===== config.mk =====
export PLATFORM = sky130hd
export DESIGN_NAME = serial_adder
export DESIGN_NICKNAME = d
export VERILOG_FILES = /design/src/rtl/serial_adder.sv
export SDC_FILE = /design/constraint.sdc
export NUM_CORES = 1
export LEC_CHECK = 0
export ABC_AREA = 1
export BUFFER_PORTS_ARGS = -buffer_cell sky130_fd_sc_hd__buf_2
export CAP_MARGIN = 20
export CELL_PAD_IN_SITES_DETAIL_PLACEMENT = 0
export CELL_PAD_IN_SITES_GLOBAL_PLACEMENT = 2
export CORE_MARGIN = 1
export CORE_UTILIZATION = 30
export CTS_BUF_LIST = sky130_fd_sc_hd__clkbuf_4
export DETAILED_ROUTE_END_ITERATION = 7
export GPL_TIMING_DRIVEN = 0
export MAX_ROUTING_LAYER = met4
export PLACE_DENSITY_LB_ADDON = 0.05
export RECOVER_POWER = 25
export SLEW_MARGIN = 5
export SYNTH_ARGS = -nofsm -noshare
export SYNTH_HDL_FRONTEND = slang
export SYNTH_SLANG_ARGS = --single-unit

===== constraint.sdc =====
create_clock -name clk -period 1.4 [get_ports clk]
set_clock_uncertainty 0.2 [all_clocks]
set_input_delay 0 -clock clk [delete_from_list [all_inputs] [get_ports clk]]
set_output_delay 0 -clock clk [all_outputs]
set_load 0.02 [all_outputs]

===== src/rtl/serial_adder.sv =====
// Bit-serial WIDTH-bit adder: one full-adder cell plus a carry flop, operands consumed LSB-first.
// Latency: start accepted at edge k -> done/sum/cout valid in the cycle after edge k+WIDTH.
// Backpressure: none; start is only sampled in IDLE and is dropped (not queued) otherwise.
module serial_adder #(
    parameter  int WIDTH = 8,
    localparam int CW    = $clog2(WIDTH + 1)
) (
    input  logic             clk,
    input  logic             rst_n,
    input  logic             start,
    input  logic [WIDTH-1:0] a,
    input  logic [WIDTH-1:0] b,
    output logic             busy,
    output logic             done,
    output logic [WIDTH-1:0] sum,
    output logic             cout
);

    typedef enum logic [1:0] {
        IDLE = 2'd0,
        RUN  = 2'd1,
        DONE = 2'd2
    } state_t;

    state_t           state;
    state_t           state_nxt;
    logic [WIDTH-1:0] a_r;
    logic [WIDTH-1:0] b_r;
    logic             carry;
    logic [CW-1:0]    count;

    logic             s;
    logic             carry_nxt;
    logic             last_bit;
    logic [WIDTH-1:0] sum_shift;

    assign s         = a_r[0] ^ b_r[0] ^ carry;
    assign carry_nxt = (a_r[0] & b_r[0]) | (carry & (a_r[0] ^ b_r[0]));
    assign last_bit  = (count == CW'(WIDTH - 1));

    // New result bit enters at the MSB; after WIDTH shifts bit 0 has reached position 0.
    generate
        if (WIDTH == 1) begin : g_w1
            assign sum_shift = s;
        end else begin : g_wn
            assign sum_shift = {s, sum[WIDTH-1:1]};
        end
    endgenerate

    always_ff @(posedge clk or negedge rst_n) begin
        if (!rst_n) begin
            state <= IDLE;
        end else begin
            state <= state_nxt;
        end
    end

    always_comb begin
        state_nxt = state;
        case (state)
            IDLE:    if (start) state_nxt = RUN;
            RUN:     if (last_bit) state_nxt = DONE;
            DONE:    state_nxt = IDLE;
            default: state_nxt = IDLE;
        endcase
    end

    always_ff @(posedge clk or negedge rst_n) begin
        if (!rst_n) begin
            a_r   <= '0;
            b_r   <= '0;
            carry <= 1'b0;
            count <= '0;
            busy  <= 1'b0;
            done  <= 1'b0;
            sum   <= '0;
            cout  <= 1'b0;
        end else begin
            done <= 1'b0;
            case (state)
                IDLE: begin
                    if (start) begin
                        a_r   <= a;
                        b_r   <= b;
                        carry <= 1'b0;
                        count <= '0;
                        busy  <= 1'b1;
                    end
                end
                RUN: begin
                    sum   <= sum_shift;
                    carry <= carry_nxt;
                    a_r   <= a_r >> 1;
                    b_r   <= b_r >> 1;
                    count <= count + CW'(1);
                    if (last_bit) begin
                        cout <= carry_nxt;
                        done <= 1'b1;
                        busy <= 1'b0;
                    end
                end
                default: ;
            endcase
        end
    end

endmodule

# == After elaboration in Yosys (flattened, before gate mapping) ==
# Index checks and enable logic that the tools add are counted.
# op_classes
add_sub_neg,1
n_eq_ne,4
n_mux,16
bitwise_logic,5
n_reduce_logical,6
# op_table
cell,count
8-bit one-hot mux with 2 select lines,2
8-bit two-way mux,2
4-bit one-hot mux with 2 select lines,1
2-bit AND reduction,3
1-bit two-way mux,5
4-bit by 1-bit adder with 4-bit output (second input constant),1
4-bit by 3-bit equality test with 1-bit output (second input constant),1
2-bit two-way mux,2
4-bit two-way mux,1
2-bit != test (second input constant),2
1-bit one-hot mux with 2 select lines,2
2-bit one-hot mux with 2 select lines,1
3-bit AND reduction,1
1-bit bitwise AND,2
2-bit by 1-bit equality test with 1-bit output (second input constant),1
2-bit zero test,1
2-bit nonzero test,1
1-bit bitwise XOR,2
1-bit bitwise OR,1
# word_totals
regBits,34
in_bits,19
output_inout_bits,11

# == Depth between registers and ports, before layout ==
# logic_depth
depth_word,4
ltp_mapped,8
ltp_nobuf,6

# == Least setup slack after synthesis ==
# Ideal clock, no wire load.
# synth_timing
path_kind,flip-flop to flip-flop
from,reg count[0]
to,reg count[2]
t_arrival_ns,1.014
setup_slack_ns,0.069
stages_incl_launch_ff,5
period_less_slack_ns,1.331
cell_sequence,dfrtp_1 ha_1 or2_2 nand3_1 nand2_1
# synth_via
elab_chain_len,2
# synth_rtl
element,line_no,source
"start, declared",30,logic [CW-1:0] count;
"start signal, assigned",95,count <= count + CW'(1);
4-bit by 1-bit adder with 4-bit output,95,
4-bit one-hot mux with 2 select lines,80,case (state)
# No other way between the ends.
# A chain may end at the register's enable or synchronous reset.

# == Worst setup path in the final report ==
# layout_timing
from,reg carry
to,reg sum[7]
# layout_via
elab_chain_len,1
# layout_rtl
element,line_no,source
"start, declared",29,logic carry;
"start signal, assigned",92,carry <= carry_nxt;
1-bit bitwise XOR,37,assign s = a_r[0] ^ b_r[0] ^ carry;
named net s,32,logic s;
"end signal, assigned",91,sum <= sum_shift;
"end, declared",15,"output logic [WIDTH-1:0] sum,"
# The timed path passes the listed nets, and every way through them passes these cells.

==> out/metrics.csv <==
metric;value;unit
clk sinks;34;
worst r2r src;carry;
VDD IR max;0.0007090;V
IO Count;30;
number of DRC markers in iteration 0;57;
Synth area leaders;dfrtp_1 53%, nand2_1 17%, nand3_1 9.1%, nor2_1 3.0%, inv_1 2.8%;
Mapped Cells;195;
most frequent cells after synthesis;74 x nand2_1, 34 x dfrtp_1, 29 x nand3_1;
R2R cell count;3;
All-Layer GR Usage;0.1645;
NumNets Final;277;
Synth Net Count;216;
# H-tree levels;2;
die width;75.07;um
IO Port Bufs;29;
TritonCTS Buffers;5;
largest net degree at the start of global routing;35;
drt pass-1 iters;4;
DR DRC count;0;
gr ovfl total;0;
RSZ-0062 raised after global routing;yes;
Die Ht;75.07;um
Skew-Pair Late Insertion Delay;0.33;ns
fin crit period;1.380;ns
MaxCap Viol Count;0;
Area growth syn-to-layout;38.28;%
Synth area leader;dfrtp_1;
Core Area;5140;sq um
CTS tree;done;
vias in the first global route;1336;
worst path required time;1.46;ns
post-detail-place hpwl;2583;um
Total Neg Setup Slack;0;ns
f_max;724.4;MHz
Hold Path Class;in -> async;
CP Launch Type;flop;
most common cell in the netlist;nand2_1;
share of the synthesized area in the top cell type;0.5313;
Synth warnings;0;
critical path type;reg -> reg;
outcome;finished, final reports clean;
final hold violation count;0;
DIE AREA;5635;sq um
initial antenna violation count;0;
Top FF cell, synth;dfrtp_1;
Worst R2R End;sum[7];
Crit path largest cell delay;0.57;ns
CP Cell Sequence;fa_1 -> nand2_1 -> o21ai_1;
Rows;26;
Critical Path Slowest Stage Cell;fa_1;
clk slew on worst S/H paths;0.11;ns
Initial Util;0.3116;
CTS Root Buffer Type;clkbuf_4;
Post-Place Setup Slack;-0.01560;ns
layout cells sized above 1;0.2412;
Vias/cell;4.456;
setup ws final;0.01958;ns
period utilization;0.9860;
average footprint of a synthesized cell;8.213;sq um
CP Max Fanout;2;
#FFs+latches synth;34;
total routed wirelength;4013;um
post-route ant nets;0;
Worst Path Arrival;1.44;ns
Hold Slack;0.1082;ns
Reg2Reg Setup Slack;0.02;ns
Longest Clk Path Bufs;2;
Slew headroom;0.4181;
Final Setup Violations;0;
Max Slew Vio Count;0;
Power Total;0.004607;W
Seq/Total Area, Yosys;0.5313;
Pleak;1.151;nW
post-synthesis cell type count;19;
number of synthesized flops with an enable pin;0;
Post-Syn Area;1602;sq um
GP Congestion;0.7120;
async set or reset register ratio after synthesis;1.000;
CP Capture Type;flop;
post-DR wirelength/cell;12.27;um
Worst-Margin Slew;0.8728;ns
first-pass GRT wire length;6513;um
via count;1457;
P per Cell Area;2080;nW/um^2
Ant. Diodes;0;
## critical path: cells and delay by family, from the launching register on
kind	cells	cell delay (ns)
AOI/OAI and AO/OA	1	0.07
and+or+nand+nor	1	0.06
DFF	1	0.41
adders and majority gates	1	0.57
## layer usage
layer	part of all wire	wire (um)	global-route usage	vias to the layer above
met5	0	0	-	-
met4	0.014	57	0.05660	0
met3	0.046	185	0.04016	6
met2	0.44	1771	0.2472	32
met1	0.50	1998	0.2168	680
li1	-	-	-	739
## timing repair
item                                    CTS  global route
setup buffers                             1             4
endpoints found under the hold margin    53             0
endpoints found under the setup margin    4            15
resized for setup                         3            23
cloned                                    0             2
pin swaps                                 1             1
hold buffers                             18             0
## cells by family (layout without fill, tap and decap cells)
| family | count (synthesis) | count (layout) | synth area share |
|---|---|---|---|
| AND/OR/NAND/NOR | 125 | 125 | 0.3359 |
| buffers and inverters | 23 | 85 | 0.07578 |
| flip-flops | 34 | 34 | 0.5313 |
| adder cells (fa/ha/maj) | 2 | 2 | 0.02031 |
| AO/OA/AOI/OAI | 11 | 11 | 0.03672 |
## worst max path at each step
stage,from,to
3_3_place_gp,count[0],count[2]
6_report,carry,sum[7]
2_1_floorplan,count[0],count[2]
5_1_grt,state[1],a_r[1]
4_1_cts,carry,sum[7]
3_5_place_dp,count[0],count[2]
## layout by cell type, fill, tap and decap left out, drive strengths merged, types with 2 or more instances in the layout
master and count:
buf 32, clkbuf 19, clkinv 2, dfrtp 34
dlygate4sd3 18, inv 14, nand2 77, nand3 29
nand3b 4, nor2 13, o21ai 10
## area by class of cell
class	instances	area, sq um
timing repair buffer	54	404.1
clock inverter	2	8.758
buffer	9	92.59
sequential	34	852.1
fill	568	2925
inverter	14	55.05
clock buffer	6	45.04
multi-input combinational	138	669.4
tap	70	87.58
## state kept, by name (all words and copies together) (netlist names)
signal and flops:
busy 1, a_r 8, cout 1, b_r 8, done 1, carry 1, count 4, state 2
sum 8
## power by group
part           internal [W]  switching, W
logic               0.00104       0.00137
registers           0.00140      0.000265
clock network      0.000208      0.000329
total               0.00265       0.00196
## per-stage QoR
stage,cell area (sq um),utilization,std cells
2_1_floorplan,1602,-,195
3_3_place_gp,1834,0.3569,294
3_5_place_dp,1834,0.3569,294
4_1_cts,2079,0.4046,321
5_1_grt,2215,0.4309,327
6_report,2215,0.4309,327
Note: power is estimated with default switching activity, not from simulation.
